### src/rtl/intgen_multi.sv
// Multi-channel countdown interrupt generator with a Wishbone register interface.
// Define INTGEN_MULTI_SWTRIG_EN to make 0x0C a write-1-to-set software trigger on PENDING.
module intgen_multi #(
  parameter int unsigned NUM_IRQ   = 4,
  parameter int unsigned CNT_WIDTH = 16
) (
  input  logic               wb_clk_i,
  input  logic               wb_rst_i,
  input  logic [7:0]         wb_adr_i,
  input  logic [31:0]        wb_dat_i,
  input  logic               wb_we_i,
  input  logic               wb_cyc_i,
  input  logic               wb_stb_i,
  output logic [31:0]        wb_dat_o,
  output logic               wb_ack_o,
  output logic [NUM_IRQ-1:0] irq_o
);

  localparam int unsigned REG_COUNT0 = 4;

  logic                 access;
  logic                 wr;
  logic [5:0]           reg_idx;
  logic [NUM_IRQ-1:0]   pending;
  logic [NUM_IRQ-1:0]   mask;
  logic [NUM_IRQ-1:0]   reload_en;
  logic [NUM_IRQ-1:0]   expire;
  logic [NUM_IRQ-1:0]   count_wr;
  logic [NUM_IRQ-1:0]   clr_bits;
  logic [NUM_IRQ-1:0]   set_bits;
  logic [CNT_WIDTH-1:0] cnt [NUM_IRQ];
  logic [CNT_WIDTH-1:0] rld [NUM_IRQ];
  logic [31:0]          rd_data;
  logic                 unused_bits;

  // Access happens on the edge that raises ack, so each transfer has one wait state.
  assign access  = wb_cyc_i & wb_stb_i & ~wb_ack_o;
  assign wr      = access & wb_we_i;
  assign reg_idx = wb_adr_i[7:2];

  assign unused_bits = ^{wb_adr_i[1:0], wb_dat_i};

  always_comb begin
    count_wr = '0;
    expire   = '0;
    for (int unsigned n = 0; n < NUM_IRQ; n++) begin
      count_wr[n] = wr && (reg_idx == 6'(REG_COUNT0 + n));
      // A COUNT write in the same cycle overrides the expiry.
      expire[n]   = (cnt[n] == CNT_WIDTH'(1)) && !count_wr[n];
    end
  end

  assign clr_bits = (wr && reg_idx == 6'd0) ? wb_dat_i[NUM_IRQ-1:0] : '0;

`ifdef INTGEN_MULTI_SWTRIG_EN
  assign set_bits = (wr && reg_idx == 6'd3) ? wb_dat_i[NUM_IRQ-1:0] : '0;
`else
  assign set_bits = '0;
`endif

  always_comb begin
    rd_data = '0;
    case (reg_idx)
      6'd0:    rd_data = 32'(pending);
      6'd1:    rd_data = 32'(mask);
      6'd2:    rd_data = 32'(reload_en);
      default: begin
        for (int unsigned n = 0; n < NUM_IRQ; n++) begin
          if (reg_idx == 6'(REG_COUNT0 + n)) rd_data = 32'(cnt[n]);
        end
      end
    endcase
  end

  always_ff @(posedge wb_clk_i) begin
    if (wb_rst_i) begin
      wb_ack_o  <= 1'b0;
      wb_dat_o  <= '0;
      pending   <= '0;
      mask      <= '0;
      reload_en <= '0;
      for (int unsigned n = 0; n < NUM_IRQ; n++) begin
        cnt[n] <= '0;
        rld[n] <= '0;
      end
    end else begin
      wb_ack_o <= access;
      wb_dat_o <= access ? rd_data : '0;
      if (wr && reg_idx == 6'd1) mask      <= wb_dat_i[NUM_IRQ-1:0];
      if (wr && reg_idx == 6'd2) reload_en <= wb_dat_i[NUM_IRQ-1:0];
      // Set sources win over the write-1-to-clear.
      pending <= (pending & ~clr_bits) | expire | set_bits;
      for (int unsigned n = 0; n < NUM_IRQ; n++) begin
        if (count_wr[n]) begin
          cnt[n] <= wb_dat_i[CNT_WIDTH-1:0];
          rld[n] <= wb_dat_i[CNT_WIDTH-1:0];
        end else if (expire[n]) begin
          cnt[n] <= reload_en[n] ? rld[n] : '0;
        end else if (cnt[n] != '0) begin
          cnt[n] <= cnt[n] - CNT_WIDTH'(1);
        end
      end
    end
  end

  assign irq_o = pending & mask;

endmodule

### config.mk
export PLATFORM = sky130hd
export DESIGN_NAME = intgen_multi
export DESIGN_NICKNAME = d
export VERILOG_FILES = /design/src/rtl/intgen_multi.sv
export SDC_FILE = /design/constraint.sdc
export NUM_CORES = 1
export LEC_CHECK = 0
export CAP_MARGIN = 20
export CORE_UTILIZATION = 58
export DETAILED_ROUTE_END_ITERATION = 8
export PLACE_DENSITY = 0.92
export RECOVER_POWER = 100
export SLEW_MARGIN = 15
export SYNTH_ARGS = -nofsm -noshare
export SYNTH_HDL_FRONTEND = slang
export SYNTH_SLANG_ARGS = --single-unit
### constraint.sdc
create_clock -name wb_clk_i -period 4.94 [get_ports wb_clk_i]
set_input_delay 1.235 -clock wb_clk_i [delete_from_list [all_inputs] [get_ports wb_clk_i]]
set_output_delay 1.235 -clock wb_clk_i [all_outputs]
set_load 0.01 [all_outputs]
==> metrics.txt <==
outcome completed; Sink Count 157; total wire length 23500 um; leading area contributor after synthesis edfxtp_1; CP max-delay cell clkbuf_1; worst r2r dst cnt[2][9]$_SDFFCE_PN0P_; Hold WC Path Type flip-flop to flip-flop; ys flop type edfxtp_1; Worst Setup SP wb_adr_i[7]; fin cells 1043; Diodes inserted 0; count leader, synth edfxtp_1; clock-pin slew on the worst setup and hold paths 0.07 ns; die area 15000 sq um; Setup Skew 0.00890 ns; CTS tree done; Critical Path, Cell by Cell dlygate4sd3_1 -> or4b_1 -> clkbuf_1 -> nor2_1 -> clkbuf_1 -> inv_1 -> nor2_1 -> buf_4 -> a21oi_1 -> a22oi_1; Worst IR Drop VDD 0.271 mV; Worst Hold Depth 2; critical path endpoint cnt[3][2]$_DFFE_PP_; global route overflow 0; CP Depth 10; RSZ-0062 raised after global routing no; Synth top area share 0.456; Root Buffer clkbuf_16; Yosys reg bits 157; initial antenna violation count 1; All-Layer GR Usage 0.326; Lkg Pwr 3.44 nW; max incr delay on CP 0.64 ns; fin crit share 0.871; Fmax 232 MHz; clock tree buffer depth 2; Iteration-0 DRC Markers 1096; final setup TNS 0 ns; drt drc 0; R2R Path Start cnt[2][5]$_SDFFCE_PN0P_; top cells by count, synth edfxtp_1, nor2_1, nand2_1; final instance area 9560 sq um; largest net degree at the start of global routing 27; Layout area overhead 13.4%; row count 43; io pins 82; number of flops mapped to enable cells by yosys 128; Hold Vio Cnt, Final 0; DIE WIDTH 123 um; routed len/inst 22.5 um; Starting Density 0.600; arrival time at the worst endpoint 4.59 ns; Inst Count DP 1011; asr flop ratio synth 0; CP max FO 24; CP endpoint kind flip-flop; Synth Area per Inst 10.5 sq um; area of the core 14000 sq um; DPL Wire Length 15600 um; Rel. slew slack 0.154; Post-DP Area 9050 sq um; Num CTS Buffers 17; synth unique cells 63; count of final max-slew check failures 0; post-cts sizing count 0; Syn Std Cell Area 8430 sq um; register area share after synthesis 0.525; first drt pass iteration count 6; routability cong. 0.950; cells on worst reg2reg path 6; layout cells sized above 1 0.0718; startpoint types input pin; Worst-Skew Late Latency 0.45 ns; DRT antenna net count 0; via count 7023; Max-Cap Viols 0; Post-Syn Instances 801; hold_buf cts 0; first-pass GRT wire length 35800 um; worst path bufs/invs 5; CP delay by family, top buffers and inverters; vias in the first global route 6577; worst slew pin tran 1.27 ns; PwrDens 387 nW/um^2; yosys warns 0; Post-CTS Setup Bufs 0; die height 123 um; endpoints failing setup 0; number of H-tree levels 4; Worst Path Required 5.23 ns; Area contributors post-synth edfxtp_1, dfxtp_1, and2_1, a22oi_1, nor2_1; Post-layout nets 906; Via density 6.73; minimum clock period 4.30 ns; flop-to-flop setup slack 1.38 ns; critical path type input pin to flip-flop; PortBufs 47
state kept, by name, indices dropped and copies added, names as in the netlist:
register   cells
wb_ack_o       1
reload_en      4
cnt           64
wb_dat_o      16
mask           4
rld           64
pending        4
cells in the final DEF (no fill, tap or decap), types with 3 or more instances in the layout:
master           synthesis  final
xnor2_1                 30     30
or4_1                    6      6
dlygate4sd3_1            0     24
nor2_1                  71     73
o22ai_1                 17     17
clkdlybuf4s50_1          0     23
or4_4                    4      4
a222oi_1                 4      4
mux2i_1                  8      8
and2_1                  62     19
and2_0                   0     43
clkbuf_1                25     15
inv_1                   22     22
inv_6                    0      5
nor4_1                  21     21
edfxtp_1               128    128
a211oi_1                14     14
nand2_1                 64     64
or3_1                    5      5
a31oi_1                 21     21
a221oi_1                 4      4
nand3b_1                 7      7
o21ai_0                 14     15
nand3_1                  8      8
conb_1                   1     16
nor3b_1                  3      3
o22a_1                   7      7
a22oi_1                 40     40
xor2_1                  22     22
clkbuf_16                0     19
a21oi_1                 46     46
nor3_1                  22     21
dfxtp_1                 29     29
mux2_2                   4      4
inv_4                    0      3
ha_1                    11     11
and3_1                  14     14
nand2b_1                 3      3
buf_4                   16     10
worst register-to-register path: stages, from the launching register on:
cell and delay, ns:
edfxtp_1 0.51, nor4_2 0.45, nand4b_1 0.26, nor4_1 0.60, a31oi_2 0.47, nor2_1 0.35, nand2_1 0.50
final cells by class:
type                       count  area (sq um)
inverter                      22          82.6
fill                        1011          4480
clock inverter                12          92.6
tap                          180           225
clock buffer                  20           479
multi-input combinational    581          3660
timing repair buffer          71           598
sequential                   157          4420
power by group:
group          internal, W  switching (W)  leakage (nW)
sequential         0.00158       0.000170          1.59
combinational     0.000276       0.000393          1.56
clock             0.000711       0.000570         0.284
metal layers:
metal / part of all wire / GRT usage
met1: 0.36 / 0.431
met2: 0.44 / 0.472
met3: 0.14 / 0.0971
met4: 0.058 / 0.197
met5: 0.00068 / 0
how the worst min path moves through the flow:
stage | start | endpoint | slack [ns]
finish | mask[0]$_SDFFE_PP0P_ | mask[0]$_SDFFE_PP0P_ | 0.52
global route | rld[3][1]$_DFFE_PP_ | cnt[3][1]$_DFFE_PP_ | 0.55
CTS | mask[2]$_SDFFE_PP0P_ | mask[2]$_SDFFE_PP0P_ | 0.52
detailed placement | mask[1]$_SDFFE_PP0P_ | mask[1]$_SDFFE_PP0P_ | 0.50
global placement | mask[3]$_SDFFE_PP0P_ | mask[3]$_SDFFE_PP0P_ | 0.49
floorplan | mask[0]$_SDFFE_PP0P_ | mask[0]$_SDFFE_PP0P_ | 0.47
stage by stage:
| stage | power [W] | utilization | hold slack [ns] | setup WS [ns] |
|---|---|---|---|---|
| after floorplan | 0.00219 | - | 0.469 | 1.09 |
| after global placement | 0.00235 | 0.644 | 0.491 | 0.648 |
| after detailed placement | 0.00238 | 0.644 | 0.500 | 0.584 |
| after CTS | 0.00367 | 0.685 | 0.517 | 1.03 |
| after global routing | 0.00379 | 0.681 | 0.551 | 0.444 |
| final | 0.00370 | 0.681 | 0.523 | 0.635 |
cell families after synthesis:
family,share of synthesized area
AOI/OAI and AO/OA,0.145
adders and majority gates,0.0163
muxes,0.0148
buffers and inverters,0.0472
xor gates and xnor gates,0.0540
DFF,0.525
and+or+nand+nor,0.198
other,0.000445
(Power assumes the default switching activity.)
